`config.mk`:
```
export PLATFORM = sky130hd
export DESIGN_NAME = id_ex_stage
export DESIGN_NICKNAME = d
export VERILOG_FILES = /design/src/rtl/id_ex_stage.sv
export SDC_FILE = /design/constraint.sdc
export NUM_CORES = 1
export LEC_CHECK = 0
export BUFFER_PORTS_ARGS = -buffer_cell sky130_fd_sc_hd__buf_2
export CORE_UTILIZATION = 40
export CTS_BUF_LIST = sky130_fd_sc_hd__clkbuf_8
export CTS_CLUSTER_DIAMETER = 120
export DETAILED_ROUTE_END_ITERATION = 16
export PLACE_DENSITY = 0.78
export SKIP_CTS_REPAIR_TIMING = 1
export SYNTH_ARGS = -nofsm -noshare
export SYNTH_HDL_FRONTEND = slang
export SYNTH_SLANG_ARGS = --single-unit
```
`constraint.sdc`:
```
create_clock -name clk -period 1.37 [get_ports clk]
set_input_delay 0.137 -clock clk [delete_from_list [all_inputs] [get_ports clk]]
set_output_delay 0.137 -clock clk [all_outputs]
set_load 0.1 [all_outputs]
```
`src/rtl/id_ex_stage.sv`:
```
// id_ex_stage: one-entry ID/EX pipeline register with operand selection.
// Decodes a MIPS-format word into ALU operands and a writeback target.
// The entry is held stable under downstream backpressure.
// Optional build macro ID_EX_FWD_EN adds writeback forwarding, both at
// capture and into a held entry. Without the macro, the wb_* inputs are ignored.
module id_ex_stage (
    input  logic        clk,
    input  logic        rst_n,
    input  logic        in_valid,
    output logic        in_ready,
    input  logic [31:0] instr,
    input  logic [31:0] rs_data,
    input  logic [31:0] rt_data,
    input  logic        wb_we,
    input  logic [4:0]  wb_addr,
    input  logic [31:0] wb_data,
    output logic        out_valid,
    input  logic        out_ready,
    output logic [31:0] alu_rs1,
    output logic [31:0] alu_rs2,
    output logic [5:0]  alu_opcode,
    output logic [5:0]  alu_funct,
    output logic [4:0]  dst_addr,
    output logic        dst_we
);

    typedef enum logic [2:0] {
        OpReg,
        OpSext,
        OpZext,
        OpShamt,
        OpLui,
        OpOther
    } op_class_e;

    // Instruction fields
    logic [5:0]  w_opcode;
    logic [4:0]  w_rs;
    logic [4:0]  w_rt;
    logic [4:0]  w_rd;
    logic [5:0]  w_funct;
    logic [15:0] w_imm16;

    assign w_opcode = instr[31:26];
    assign w_rs     = instr[25:21];
    assign w_rt     = instr[20:16];
    assign w_rd     = instr[15:11];
    assign w_funct  = instr[5:0];
    assign w_imm16  = instr[15:0];

    // Held entry state
    logic        r_out_valid;
    logic [31:0] r_alu_rs1;
    logic [31:0] r_alu_rs2;
    logic [5:0]  r_alu_opcode;
    logic [5:0]  r_alu_funct;
    logic [4:0]  r_dst_addr;
    logic        r_dst_we;
    logic [4:0]  r_rs_addr;
    logic [4:0]  r_rt_addr;
    logic        r_rs_reg;
    logic        r_rt_reg;

    // Decode results
    op_class_e   w_class;
    logic        w_src1_reg;
    logic        w_src2_reg;
    logic [31:0] w_imm_op;
    logic [4:0]  w_dst_addr;
    logic        w_dst_we;
    logic [31:0] w_rs_val;
    logic [31:0] w_rt_val;
    logic [31:0] w_op1;
    logic [31:0] w_op2;
    logic        w_capture;

    assign in_ready  = !r_out_valid || out_ready;
    assign w_capture = in_valid && in_ready;

    // Classify the opcode into an operand-selection group
    always_comb begin
        w_class = OpOther;
        case (w_opcode)
            6'b000000:                       w_class = OpReg;
            6'b001000, 6'b001001:            w_class = OpSext;
            6'b010000, 6'b010001, 6'b010010: w_class = OpZext;
            6'b011000, 6'b011001, 6'b011010: w_class = OpShamt;
            6'b110000:                       w_class = OpLui;
            default:                         w_class = OpOther;
        endcase
    end

    // Derive immediate operand, source kinds and writeback target from the class
    always_comb begin
        w_imm_op   = 32'h0;
        w_src1_reg = 1'b1;
        w_src2_reg = 1'b0;
        w_dst_addr = w_rt;
        w_dst_we   = 1'b1;
        case (w_class)
            OpReg: begin
                w_src2_reg = 1'b1;
                w_dst_addr = w_rd;
            end
            OpSext:  w_imm_op = {{16{w_imm16[15]}}, w_imm16};
            OpZext:  w_imm_op = {16'h0, w_imm16};
            OpShamt: w_imm_op = {27'h0, w_imm16[4:0]};
            OpLui: begin
                w_src1_reg = 1'b0;
                w_imm_op   = {16'h0, w_imm16};
            end
            default: begin
                // Unknown opcodes take register operands but never write back
                w_src2_reg = 1'b1;
                w_dst_addr = w_rd;
                w_dst_we   = 1'b0;
            end
        endcase
        if (w_dst_addr == 5'd0) begin
            w_dst_we = 1'b0;
        end
    end

    // Register operand values: r0 reads zero, optional capture-time forwarding
    always_comb begin
        w_rs_val = (w_rs == 5'd0) ? 32'h0 : rs_data;
        w_rt_val = (w_rt == 5'd0) ? 32'h0 : rt_data;
`ifdef ID_EX_FWD_EN
        if (wb_we && (wb_addr != 5'd0) && (wb_addr == w_rs)) begin
            w_rs_val = wb_data;
        end
        if (wb_we && (wb_addr != 5'd0) && (wb_addr == w_rt)) begin
            w_rt_val = wb_data;
        end
`endif
        w_op1 = w_src1_reg ? w_rs_val : 32'h0;
        w_op2 = w_src2_reg ? w_rt_val : w_imm_op;
    end

`ifndef ID_EX_FWD_EN
    // Writeback inputs and stored source info only matter when forwarding is built in
    logic w_unused_fwd;
    assign w_unused_fwd = ^{wb_we, wb_addr, wb_data, r_rs_addr, r_rt_addr, r_rs_reg, r_rt_reg};
`endif

    // Entry register: capture, drain, or hold (with optional in-place forwarding)
    always_ff @(posedge clk or negedge rst_n) begin
        if (!rst_n) begin
            r_out_valid  <= 1'b0;
            r_alu_rs1    <= 32'h0;
            r_alu_rs2    <= 32'h0;
            r_alu_opcode <= 6'h0;
            r_alu_funct  <= 6'h0;
            r_dst_addr   <= 5'h0;
            r_dst_we     <= 1'b0;
            r_rs_addr    <= 5'h0;
            r_rt_addr    <= 5'h0;
            r_rs_reg     <= 1'b0;
            r_rt_reg     <= 1'b0;
        end else if (w_capture) begin
            r_out_valid  <= 1'b1;
            r_alu_rs1    <= w_op1;
            r_alu_rs2    <= w_op2;
            r_alu_opcode <= w_opcode;
            r_alu_funct  <= w_funct;
            r_dst_addr   <= w_dst_addr;
            r_dst_we     <= w_dst_we;
            r_rs_addr    <= w_rs;
            r_rt_addr    <= w_rt;
            r_rs_reg     <= w_src1_reg;
            r_rt_reg     <= w_src2_reg;
        end else begin
            if (out_ready) begin
                r_out_valid <= 1'b0;
            end
`ifdef ID_EX_FWD_EN
            // Only register-sourced operands track later writebacks
            if (r_out_valid && wb_we && (wb_addr != 5'd0)) begin
                if (r_rs_reg && (wb_addr == r_rs_addr)) begin
                    r_alu_rs1 <= wb_data;
                end
                if (r_rt_reg && (wb_addr == r_rt_addr)) begin
                    r_alu_rs2 <= wb_data;
                end
            end
`endif
        end
    end

    assign out_valid  = r_out_valid;
    assign alu_rs1    = r_alu_rs1;
    assign alu_rs2    = r_alu_rs2;
    assign alu_opcode = r_alu_opcode;
    assign alu_funct  = r_alu_funct;
    assign dst_addr   = r_dst_addr;
    assign dst_we     = r_dst_we;

endmodule

```
# After elaboration in Yosys (flattened, before gate mapping)
# Index checks and enable logic that the tools add are counted.
# classes
addsub	0
mul	0
n_div	0
order_cmp	0
n_eq_ne	13
shift	0
muxes	11
n_bitwise	0
reduce_logical	15
# op_table
cell	n
32-bit two-way mux	4
32-bit case mux with 3 select lines	1
6-bit by 5-bit equality test with 1-bit output, second input constant	6
5-bit logical NOT	3
3-bit case mux with 5 select lines	1
6-bit by 4-bit equality test with 1-bit output, second input constant	2
3-bit by 2-bit equality test with 1-bit output, second input constant	2
6-bit equality test, second input constant	1
6-bit logical NOT	1
3-bit OR reduction	2
5-bit two-way mux	1
5-bit OR reduction	1
1-bit two-way mux	4
2-bit OR reduction	2
4-bit OR reduction	1
3-bit by 1-bit equality test with 1-bit output, second input constant	1
3-bit equality test, second input constant	1
3-bit logical NOT	1
2-bit nonzero test	1
1-bit logical AND	1
1-bit logical NOT	1
1-bit logical OR	1
# word_totals
register_bits	83
latch_bits	0
mem_bits_rw	0
mem_bits_ro	0
inputBits	138
output_inout_bits	84
word_cells	46
mem_count	0

# Logic depth before layout (Yosys ltp)
# Gate-level depths: netlist (run 1).
# depth
depth_word	8
mapped_depth	6
depth_no_buf	4

# Least setup slack after synthesis (run 1)
# Ideal clock, no wire load.
# synth_timing
path_kind	reg-to-reg
startpoint	register r_out_valid, in the netlist out_valid
endpoint	register r_alu_rs2[10], in the netlist alu_rs2[10]
setup_time_ns	0.069
arrival_ns	2.512
t_required_ns	1.301
path_slack_ns	-1.211
path_stages_with_launch	6
n_path_buf	1
synth_period_minus_slack_ns	2.581
path_cell_list	dfrtp_1 > nand2b_1 > clkbuf_1 > nand3_1 > nor3_1 > a221o_1
# synth_via
elab_chain_len	3
# synth_lines
item	line	rtl
start: declaration	52	logic r_out_valid;
start signal: assignment	149	r_out_valid <= 1'b0;
start signal: assignment	161	r_out_valid <= 1'b1;
start signal: assignment	174	r_out_valid <= 1'b0;
1-bit logical NOT	77	assign in_ready = !r_out_valid || out_ready;
1-bit logical OR	77	
via in_ready	10	output logic in_ready,
1-bit logical AND	78	assign w_capture = in_valid && in_ready;
end signal: assignment	163	r_alu_rs2 <= w_op2;
end: declaration	54	logic [31:0] r_alu_rs2;
# The timed path passes the listed nets, and every way through them passes these cells.
# A chain may end at the register's enable or synchronous reset.

# Worst setup path after layout (run 1)
# layout_timing
startpoint	register r_out_valid, in the netlist out_valid
endpoint	register r_alu_rs2[29], in the netlist alu_rs2[29]
# layout_via
elab_chain_len	3
# layout_lines
item	line
1-bit logical NOT	77
1-bit logical OR	77
1-bit logical AND	78
# No other way between the ends.

==> metrics, run 1 <==
status complete, but fails checks; failing checks setup timing; placed instance count 606; hpwl dp 7055 um; I/O Pins 222; most frequent cells in the layout buf_2 (181), dfrtp_1 (82), nand2_1 (35); Max VDD drop 0.8789 mV; 1st-pass router iterations 4; CP required 1.59 ns; Synth Warn # 0; Buffers on Ports 183; Sw Ratio 48.52%; slowest stage delay, CP 0.49 ns; register area 0.002081 mm^2; Slew HR 66.49%; flop2flop setup slack -0.09 ns; # diodes 0; first-pass GRT wire length 16430 um; Crit Path Category register to register; initial drt markers 112; std cell rows 34; Bufs and invs on worst path 2; die span in y 97.39 um; Final Util 63.85%; Static Leak 2.800 nW; largest net degree at the start of global routing 43; Post-DRT Antenna Nets 0; Async SR Flop Fraction 100.0%; worst min path class input pin to register; vias in the first global route 3387; core area 0.008763 mm^2; Finished Layout Cells 654; CTS root buf clkbuf_8; switching pwr 0.004363 W; Seq cells post-synth 83; DR WL/cell 17.49 um; predominant post-synthesis flop cell dfrtp_1; total track usage 21.48%; leading cell type in the layout, fill and taps excluded buf_2; minimum clock period 1.460 ns; total global routing overflow 0; syn avg cell area 11.59 um^2; CP max FO 16; Post-Syn Instances 314; Remaining DRCs 0; Comb power frac 46.7%; Top delay family on crit path flip-flops; worst path cell trace nand2b_4 -> buf_12 -> and2_4 -> o41ai_4 -> buf_12 -> o22a_1; vias per inst 5.385; Clock Latency Late Sink 0.34 ns; final setup fails 65; Mapped Nets 452; Placer Congestion 0.7877; Max stage delay cell, worst path dfrtp_4; CTS clk-pin slew, worst paths 0.08 ns; Top cell by count, worst path buf_12; f_max 684.7 MHz; Startpoint Class register; Detailed Route WL 11440 um; H-tree lvl count 3; Pins Over Slew Limit 0; Longest Clk Path Bufs 2; die width 97.39 um; area grow syn2layout 53.73%; DIE AREA 0.009485 mm^2; max cap viols 0; transition time of the tightest slew-check pin 0.5061 ns; Layout Skew 0.01042 ns; sequential share of power 33.4%; Final WS setup -0.09043 ns; sequential share of the synthesized area 57.06%; PwrDens 1607 mW/mm^2; RSZ-0062 raised after global routing true; Final period util 106.6%; synth unique cells 38; total power 0.008991 W; filler instances 687; CTS tree yes; mapped cell area 0.003640 mm^2; CTS Buf Count 9; initial antenna violation count 0; critical path endpoint category register; layout cell share with drive strength beyond 1 54.40%; Worst Path Arrival 1.68 ns; Clock power frac 19.9%; Final Hold Viols 0; clk sinks 83; detailed-route via count 3522; Post-synth EDFFs 0; area of the multi-input gates 0.001529 mm^2; internal power 0.004628 W; fin nets 680; Initial Utilization 41.53%
## synthesized netlist by cell type, types with 2 or more instances
| cell type | n | area share (%) |
|---|---|---|
| buf_2 | 8 | 1.1 |
| a21oi_1 | 15 | 2.1 |
| clkbuf_1 | 14 | 1.4 |
| nor4b_1 | 2 | 0.48 |
| a221o_1 | 11 | 3.0 |
| nand2_1 | 36 | 3.7 |
| buf_6 | 3 | 0.93 |
| dfrtp_1 | 83 | 57 |
| a22o_2 | 32 | 8.8 |
| nor3_1 | 12 | 1.7 |
| nand2b_1 | 2 | 0.34 |
| nor2_1 | 13 | 1.3 |
| inv_1 | 2 | 0.21 |
| buf_1 | 2 | 0.21 |
| o22a_1 | 17 | 4.1 |
| buf_4 | 2 | 0.41 |
| or4_1 | 3 | 0.62 |
| o21ai_0 | 3 | 0.41 |
| mux2i_1 | 6 | 1.7 |
| or3b_2 | 2 | 0.48 |
| nand3_1 | 11 | 1.5 |
| or3b_1 | 3 | 0.72 |
| nor3b_1 | 17 | 3.5 |
## cells by family (layout without fill, tap and decap cells)
group	after synthesis	after routing	synth area share (%)
mux	6	6	1.650
fa+ha+maj	1	1	0.2750
flops	83	83	57.06
simple gates	109	110	16.40
compound gates	84	84	20.32
buf+inv	31	262	4.297
## metal layers
metal  part of all wire (%)  GRT usage, %  wire, um
met5                      0             0         0
met4                    1.6         7.919       187
met3                    7.3         6.187       840
met2                     48         33.57      5534
met1                     43         28.38      4875
## power groups by stage
stage | Sequential, W | Clock (W) | Combinational [W]
floorplan | 0.00559 | 0 | 0.000633
global placement | 0.00302 | 0 | 0.00395
detailed placement | 0.00303 | 0 | 0.00399
CTS | 0.00299 | 0.00185 | 0.00399
global route | 0.00304 | 0.00195 | 0.00434
finish | 0.00300 | 0.00179 | 0.00420
## worst paths after layout
kind	from	end	cells after the start
max in group asynchronous	rst_n	alu_opcode[3]	3
worst min register to register	alu_opcode[3]	alu_opcode[3]	2
worst max-delay path	out_valid	alu_rs2[29]	6
min in group asynchronous	rst_n	alu_rs1[6]	2
worst max register to register	out_valid	alu_rs2[29]	6
worst min-delay path	instr[5]	alu_funct[5]	3
## worst reg2reg max path, stage by stage (launching register included)
cell and delay, ns:
dfrtp_4 0.49, nand2b_4 0.12, buf_12 0.12, and2_4 0.17
o41ai_4 0.09, buf_12 0.16, o22a_1 0.19
## flip-flops by register name, summed over array words and instances, names as in the netlist
| name | cells |
|---|---|
| alu_rs2 | 32 |
| dst_we | 1 |
| alu_funct | 6 |
| alu_rs1 | 32 |
| alu_opcode | 6 |
| out_valid | 1 |
| dst_addr | 5 |
## per-stage QoR
| step | area [um^2] | TNS, ns | hold WS, ns | setup slack, ns |
|---|---|---|---|---|
| after global placement | 4870 | -21.69 | 0.01800 | -0.4496 |
| after global routing | 5595 | -7.126 | -0.002838 | -0.1423 |
| after detailed placement | 4870 | -25.95 | 0.02026 | -0.5722 |
| after floorplan | 3717 | -11.76 | -0.1586 | -0.1930 |
| final | 5595 | -2.329 | 0.005295 | -0.09043 |
| after CTS | 5071 | -22.99 | -0.3634 | -0.5838 |
## layout make-up
cell class                 count  share of cell area (%)
inverter                       2                  0.1342
clock inverter                 4                  0.8945
clock buffer                  11                   2.706
multi-input combinational    201                   27.33
timing repair buffer         245                   29.34
tap                          108                   2.415
sequential                    83                   37.19
No activity file was read; power rests on OpenSTA's default activity.
==> inputs of run 2 (changes only) <==
--- a/config.mk
+++ b/config.mk
@@ -6,11 +6,10 @@
 export NUM_CORES = 1
 export LEC_CHECK = 0
 export BUFFER_PORTS_ARGS = -buffer_cell sky130_fd_sc_hd__buf_2
-export CORE_UTILIZATION = 40
-export CTS_BUF_LIST = sky130_fd_sc_hd__clkbuf_8
+export CORE_UTILIZATION = 39
 export CTS_CLUSTER_DIAMETER = 120
 export DETAILED_ROUTE_END_ITERATION = 16
-export PLACE_DENSITY = 0.78
+export PLACE_DENSITY = 0.76
 export SKIP_CTS_REPAIR_TIMING = 1
 export SYNTH_ARGS = -nofsm -noshare
 export SYNTH_HDL_FRONTEND = slang
==> run 2 against run 1 <==
- the run ends with hold timing, setup timing left
- power grew 0.69%
- clock skew shrank 0.0012 ns
- first-iteration DRC count grew 23%
- non-clock buffer count grew 2
- hold slack lost 0.0081 ns
- routed wire length shrank 2.7%
- clock power grew 7%
- sequential power is essentially flat
- global-route usage shrank 0.45 points
- register-to-register slack gained 0.02 ns
- cell area shrank 1.2%
- largest power group unchanged
- highest routed layer unchanged
==> metrics, run 2 (synthesized netlist as in run 1, its figures left out) <==
Final Cell Area 0.005529 mm^2 (-1.2%); Layout Skew 0.009249 ns (-0.001170 ns); Longest Clk Path Bufs 2 (unchanged); std cell rows 34 (unchanged); worst min path class input pin to register; Post-DRT Antenna Nets 0 (unchanged); die width 98.61 um (+1.2%); critical path endpoint category register; first-pass GRT wire length 16290 um (-0.84%); max layer used met4; hpwl dp 7169 um (+1.6%); die span in y 98.61 um (+1.2%); final setup fails 69 (+6.2%); Final period util 105.2% (-1.4 points); Placer Congestion 0.7538 (-4.3%); status complete, but fails checks; Initial Utilization 40.94% (-0.60 points); Static Leak 2.781 nW (-0.69%); vias in the first global route 3410 (+0.68%); core area 0.008891 mm^2 (+1.5%); minimum clock period 1.442 ns (-0.01860 ns); clk sinks 83 (unchanged); initial antenna violation count 0 (unchanged); CTS Buf Count 9 (unchanged); DIE AREA 0.009723 mm^2 (+2.5%); filler instances 747 (+8.7%); I/O Pins 222 (unchanged); max cap viols 0 (unchanged); f_max 693.6 MHz (+1.3%); vias per inst 5.343 (-0.79%); fin nets 682 (+0.29%); 1st-pass router iterations 4 (unchanged); routed wl met2 5384 um (-2.7%); Detailed Route WL 11130 um (-2.7%); Max VDD drop 0.9018 mV (+2.6%); Clock Latency Late Sink 0.34 ns (about the same); CP max FO 16 (unchanged); transition time of the tightest slew-check pin 0.5183 ns (+0.01227 ns); # diodes 0 (unchanged); post-placement cell area 0.004870 mm^2 (unchanged); CP required 1.59 ns (about the same); post-route setup TNS -2.298 ns (+0.03108 ns); Final WS setup -0.07183 ns (+0.01860 ns); Slew HR 65.68% (-0.81 points); CTS root buf clkbuf_8; detailed-route via count 3505 (-0.48%); leading cell type in the layout, fill and taps excluded buf_2; layout cell share with drive strength beyond 1 52.01% (-2.4 points); Buffers on Ports 183 (unchanged); largest net degree at the start of global routing 58 (+35%); Crit Path Category register to register; CTS tree yes; Final Hold Viols 1 (+1); met3 routed WL 811 um (-3.5%); area grow syn2layout 51.91%; Startpoint Class register; Remaining DRCs 0 (unchanged); total track usage 21.03% (-0.45 points); total global routing overflow 0 (unchanged); Hold WS -0.002784 ns (-0.008079 ns); RSZ-0062 raised after global routing true; most frequent cells in the layout buf_2 (181), dfrtp_1 (82), nand2_1 (35); H-tree lvl count 3 (unchanged); Final Util 62.19% (-1.7 points); Worst Path Arrival 1.67 ns (about the same); failing checks hold timing, setup timing; initial drt markers 138 (+23%); PwrDens 1637 mW/mm^2 (+1.9%); DR WL/cell 16.97 um (-3.0%); Met1 Wirelength 4817 um (-1.2%); CTS clk-pin slew, worst paths 0.09 ns (about the same); Pins Over Slew Limit 0 (unchanged)
-- run 2: cell types whose count changed in the layout (fill, tap and decap cells not counted), sizes merged --
cell,before,now
clkinvlp,2,1
bufinv,1,2
dlygate4sd3,17,23
clkbuf,14,10
buf,225,223
inv,2,3
clkinv,1,2
-- run 2: metrics by stage --
step	hold WS, ns	worst slack [ns]	std cells	total power, W
final	-0.002784	-0.07183	656	0.009053
after global routing	-0.001347	-0.1246	656	0.009387
after CTS	-0.2273	-0.5856	621	0.008981
after detailed placement	0.1611	-0.5679	606	0.007024
after global placement	0.1501	-0.4573	606	0.006978
after floorplan	-0.1586	-0.1930	314	0.006226
-- run 2: final timing paths --
check,from,endpoint,slack (ns),depth (start not counted)
worst max-delay path,out_valid,alu_rs2[28],-0.07,6
worst min-delay path,instr[3],alu_funct[3],-0.003,3
worst min register to register,alu_funct[1],alu_funct[1],0.48,2
worst max register to register,out_valid,alu_rs2[28],-0.07,6
max in group asynchronous,rst_n,out_valid,0.70,3
min in group asynchronous,rst_n,alu_rs1[8],0.34,3
-- run 2: area by class of cell --
class,count,area [um^2],area share (%)
flip-flops and latches,83,2081,37.63
repair buffers,247,1612,29.15
multi-input cells,201,1480,26.77
well taps,108,135.1,2.444
clock buffers,9,123.9,2.240
clock inverters,6,90.09,1.629
inverters,2,7.507,0.1358
-- run 2: worst max-delay path: stages, from the launching register on --
cell and delay (ns):
dfrtp_4 0.49, nand2b_4 0.12, buf_12 0.12, and2_4 0.16
o41ai_4 0.08, buf_12 0.16, o22a_1 0.17
-- run 2: report_power, final --
part / switching (W) / internal, W
clock: 0.000899 / 0.00102
sequential: 0.000192 / 0.00280
combinational: 0.00328 / 0.000864
-- run 2: per-layer routing --
metal / GRT usage [%] / up-vias
met1: 26.24 / 1722
met3: 6.028 / 10
li1: - / 1615
met4: 5.511 / 0
met2: 35.92 / 158
met5: 0 / -
